===== src/rtl/astable_555.sv =====
// Cycle-counting emulation of a 555 timer in astable mode: a free-running
// rectangular wave with a primary and an alternate set of phase lengths.
module astable_555 #(
  parameter int HIGH_COUNTS     = 600,
  parameter int LOW_COUNTS      = 400,
  parameter int ALT_HIGH_COUNTS = 300,
  parameter int ALT_LOW_COUNTS  = 200,
  localparam int MAX_PRI        = (HIGH_COUNTS > LOW_COUNTS) ? HIGH_COUNTS : LOW_COUNTS,
  localparam int MAX_ALT        = (ALT_HIGH_COUNTS > ALT_LOW_COUNTS) ? ALT_HIGH_COUNTS : ALT_LOW_COUNTS,
  localparam int MAX_COUNTS     = (MAX_PRI > MAX_ALT) ? MAX_PRI : MAX_ALT,
  parameter int BIT_WIDTH       = ($clog2(MAX_COUNTS) < 1) ? 1 : $clog2(MAX_COUNTS)
) (
  input  logic       CLK,
  input  logic       RST_N,
  input  logic       ENABLE,
  input  logic       ALT_SEL,
  output logic       OUT,
  output logic       CYCLE_START,
  output logic [1:0] STATE_DBG
);

  typedef enum logic [1:0] {
    IDLE = 2'd0,
    HIGH = 2'd1,
    LOW  = 2'd2
  } state_t;

  // Terminal counts are stored as length-1 so the compare needs no adder.
  localparam logic [BIT_WIDTH-1:0] HI_TERM     = BIT_WIDTH'(HIGH_COUNTS - 1);
  localparam logic [BIT_WIDTH-1:0] LO_TERM     = BIT_WIDTH'(LOW_COUNTS - 1);
  localparam logic [BIT_WIDTH-1:0] ALT_HI_TERM = BIT_WIDTH'(ALT_HIGH_COUNTS - 1);
  localparam logic [BIT_WIDTH-1:0] ALT_LO_TERM = BIT_WIDTH'(ALT_LOW_COUNTS - 1);

  state_t               state;
  logic [BIT_WIDTH-1:0] counter;
  logic                 sel_q;
  logic [BIT_WIDTH-1:0] hi_term;
  logic [BIT_WIDTH-1:0] lo_term;

  assign hi_term   = sel_q ? ALT_HI_TERM : HI_TERM;
  assign lo_term   = sel_q ? ALT_LO_TERM : LO_TERM;
  assign STATE_DBG = state;

  // OUT and CYCLE_START are registered alongside the next state, so they are
  // exactly (state == HIGH) and (state == HIGH && counter == 0).
  always_ff @(posedge CLK or negedge RST_N) begin
    if (!RST_N) begin
      state       <= IDLE;
      counter     <= '0;
      sel_q       <= 1'b0;
      OUT         <= 1'b0;
      CYCLE_START <= 1'b0;
    end else begin
      case (state)
        IDLE: begin
          counter <= '0;
          if (ENABLE) begin
            state       <= HIGH;
            sel_q       <= ALT_SEL;
            OUT         <= 1'b1;
            CYCLE_START <= 1'b1;
          end else begin
            OUT         <= 1'b0;
            CYCLE_START <= 1'b0;
          end
        end
        HIGH: begin
          if (!ENABLE) begin
            state       <= IDLE;
            counter     <= '0;
            OUT         <= 1'b0;
            CYCLE_START <= 1'b0;
          end else if (counter == hi_term) begin
            state       <= LOW;
            counter     <= '0;
            OUT         <= 1'b0;
            CYCLE_START <= 1'b0;
          end else begin
            counter     <= counter + 1'b1;
            OUT         <= 1'b1;
            CYCLE_START <= 1'b0;
          end
        end
        LOW: begin
          // Stop takes priority over the terminal count, so no strobe leaks out.
          if (!ENABLE) begin
            state       <= IDLE;
            counter     <= '0;
            OUT         <= 1'b0;
            CYCLE_START <= 1'b0;
          end else if (counter == lo_term) begin
            state       <= HIGH;
            counter     <= '0;
            sel_q       <= ALT_SEL;
            OUT         <= 1'b1;
            CYCLE_START <= 1'b1;
          end else begin
            counter     <= counter + 1'b1;
            OUT         <= 1'b0;
            CYCLE_START <= 1'b0;
          end
        end
        default: begin
          state       <= IDLE;
          counter     <= '0;
          OUT         <= 1'b0;
          CYCLE_START <= 1'b0;
        end
      endcase
    end
  end

endmodule


===== config.mk =====
export PLATFORM = sky130hd
export DESIGN_NAME = astable_555
export DESIGN_NICKNAME = d
export VERILOG_FILES = /design/src/rtl/astable_555.sv
export SDC_FILE = /design/constraint.sdc
export NUM_CORES = 1
export LEC_CHECK = 0
export ABC_AREA = 1
export CAP_MARGIN = 20
export CORE_MARGIN = 3
export CORE_UTILIZATION = 56
export DETAILED_ROUTE_END_ITERATION = 12
export PLACE_DENSITY = 0.77
export RECOVER_POWER = 50
export SLEW_MARGIN = 20
export SYNTH_ARGS = -nofsm -noshare
export SYNTH_HDL_FRONTEND = slang
export SYNTH_SLANG_ARGS = --single-unit
export TNS_END_PERCENT = 5

===== constraint.sdc =====
create_clock -name CLK -period 2.1 [get_ports CLK]
set_clock_uncertainty 0.2 [all_clocks]
set_input_delay 0.42 -clock CLK [delete_from_list [all_inputs] [get_ports CLK]]
set_output_delay 0.42 -clock CLK [all_outputs]
set_load 0.02 [all_outputs]

==> impl_metrics.env <==
export IMPL_ios=8
export IMPL_cts_num_sinks=15
export IMPL_setup_viol=0
export IMPL_cts_buffer_depth=2
export IMPL_vias=757
export IMPL_antenna_left=0
export IMPL_cts_root_buf="clkbuf_4"
export IMPL_slowest_stage="clkdlybuf4s50_1"
export IMPL_yosys_area_top_type_share=0.383
export IMPL_hold_buffers=0
export IMPL_die_y_um=47.9
export IMPL_total_power_w=0.00106
export IMPL_cts_setup_buffers=0
export IMPL_place_gp_congestion=0.805
export IMPL_synth_enable_flop_cells=0
export IMPL_cellLeakagePower_nw=0.493
export IMPL_die_x_um=47.9
export IMPL_fmax_mhz=509
export IMPL_critPathMaxFanout=5
export IMPL_relSlewSlack=0.464
export IMPL_final_cell_mix="nand2_1, dfrtp_1, inv_1, nor2_2, nand3_1"
export IMPL_final_hold_violation_count=0
export IMPL_num_rows=14
export IMPL_async_flop_share=1.00
export IMPL_cts_resized=0
export IMPL_io_buffers=7
export IMPL_p_per_area_nw_per_um2=965
export IMPL_synth_nets=128
export IMPL_arrival_ns=1.34
export IMPL_dieArea_um2=2290
export IMPL_grt_pass1_vias=628
export IMPL_synth_main_ff_cell="dfrtp_1"
export IMPL_fin_area_um2=1090
export IMPL_start_util=0.622
export IMPL_cap_violations=0
export IMPL_synth_top_area_cell="dfrtp_1"
export IMPL_remaining_drc_errors=0
export IMPL_ys_seq_elements=15
export IMPL_postSynthCellCount=119
export IMPL_dp_cells=142
export IMPL_cts_tree="done"
export IMPL_fin_tns_setup_ns=0
export IMPL_dpl_hpwl_um=1320
export IMPL_avgSynthCellArea_um2=8.24
export IMPL_synthTopCellsByArea="dfrtp_1, nand2_1, nor2_2"
export IMPL_cts_clk_slew_worst_paths_ns=0.09
export IMPL_netlist_area_um2=981
export IMPL_wire_per_inst_um=11.9
export IMPL_crit_family="buffers and inverters"
export IMPL_design_core_area_um2=1580
export IMPL_timing_critical_path_buf_inv=1
export IMPL_diodes=0
export IMPL_drt_first_pass_iters=4
export IMPL_insertion_delay_ns=0.29
export IMPL_final_common_cell="nand2_1"
export IMPL_required_ns=1.48
export IMPL_grt_max_degree=16
export IMPL_antenna_found_initial=0
export IMPL_stdcell_count=146
export IMPL_grt_pass1_wl_um=2800
export IMPL_avgViaCountPerCell=5.18
export IMPL_slew_viol_final=0
export IMPL_wl_um=1740
export IMPL_grt_total_usage=0.185
export IMPL_cts_htree_levels=1
export IMPL_seq_area_frac_synth=0.383
export IMPL_run_status="finished, final reports clean"
export IMPL_overflow=0
export IMPL_rsz0062_at_grt="false"
export IMPL_final_util=0.694
export IMPL_tightest_slew_ns=0.804
export IMPL_irDropWorstVdd_v=0.000722
export IMPL_yosysWarnings=0
export IMPL_cp_start_kind="register"
export IMPL_postPlaceCellArea_um2=1070
export IMPL_fillers=133
export IMPL_drive_gt1_frac=0.231
export IMPL_min_path_type="register to register"
export IMPL_worstSetupPathType="register to output port"
export IMPL_end_kind="output port"
export IMPL_area_growth_pct=11.5
export IMPL_drtIter0Drc=14
export IMPL_worstPathCellList="clkdlybuf4s50_1"
export IMPL_synth_cell_types=22
export IMPL_cpPeakStageDelay_ns=0.63
export IMPL_period_needed_ns=1.96
export IMPL_num_nets_final=140
export IMPL_cts_buffers_inserted=3
export IMPL_fin_crit_sh=0.935
[layout make-up]
class | instances | area, um2 | share of cell area
Multi-Input combinational cell | 86 | 534 | 0.489
Timing Repair Buffer | 8 | 73.8 | 0.0675
Tap cell | 16 | 20.0 | 0.0183
Sequential cell | 15 | 375 | 0.343
Inverter | 17 | 63.8 | 0.0584
Clock buffer | 4 | 26.3 | 0.0240
[worst paths after layout]
path | startpoint | to | slack [ns] | cells after the start
max reg2reg | counter[0] | STATE_DBG[0] | 0.35 | 8
min reg2reg | counter[0] | counter[0] | 0.27 | 1
min in group asynchronous | RST_N | sel_q | 0.52 | 2
max in group asynchronous | RST_N | counter[5] | 0.68 | 2
min | counter[0] | counter[0] | 0.27 | 1
max | STATE_DBG[0] | STATE_DBG[0] | 0.14 | 1
[per-stage QoR]
step	hold WS, ns	setup WS [ns]
floorplan	-0.0756	0.546
CTS	0.229	0.122
global route	0.299	0.0776
global placement	0.251	0.323
detailed placement	0.259	0.280
finish	0.270	0.136
[routing by layer]
metal | track usage | vias to the layer above | share of wire
met4 | 0.113 | 0 | 0.028
met5 | 0 | - | 0
met3 | 0.0338 | 5 | 0.025
met2 | 0.253 | 12 | 0.43
met1 | 0.267 | 343 | 0.52
li1 | - | 397 | -
[cell families (layout without fill, tap and decap cells)]
logic type / after synthesis / count (layout) / share of synthesized area
buffers and inverters: 18 / 29 / 0.0727
AOI/OAI and AO/OA: 7 / 7 / 0.0357
xor gates and xnor gates: 6 / 6 / 0.0536
adders and majority gates: 5 / 5 / 0.0638
and+or+nand+nor: 68 / 68 / 0.392
DFF: 15 / 15 / 0.383
[power by group]
group | total [W] | internal, W | switching [W]
Clock | 0.000170 | 0.0000740 | 0.0000957
Sequential | 0.000390 | 0.000340 | 0.0000495
Combinational | 0.000496 | 0.000191 | 0.000306
[synthesized netlist by cell type (4+ instances only)]
cell,n
inv_2,5
dfrtp_1,15
ha_1,5
o21ai_0,4
nor2_1,6
inv_1,12
nand3_1,9
nor2_2,11
nand2_1,27
xor2_1,5
[flip-flops by register name (all words and copies together), names as in the netlist]
| signal | cells |
|---|---|
| counter | 10 |
| STATE_DBG | 2 |
| CYCLE_START | 1 |
| OUT | 1 |
| sel_q | 1 |
Power figures use the tool's default switching activity.
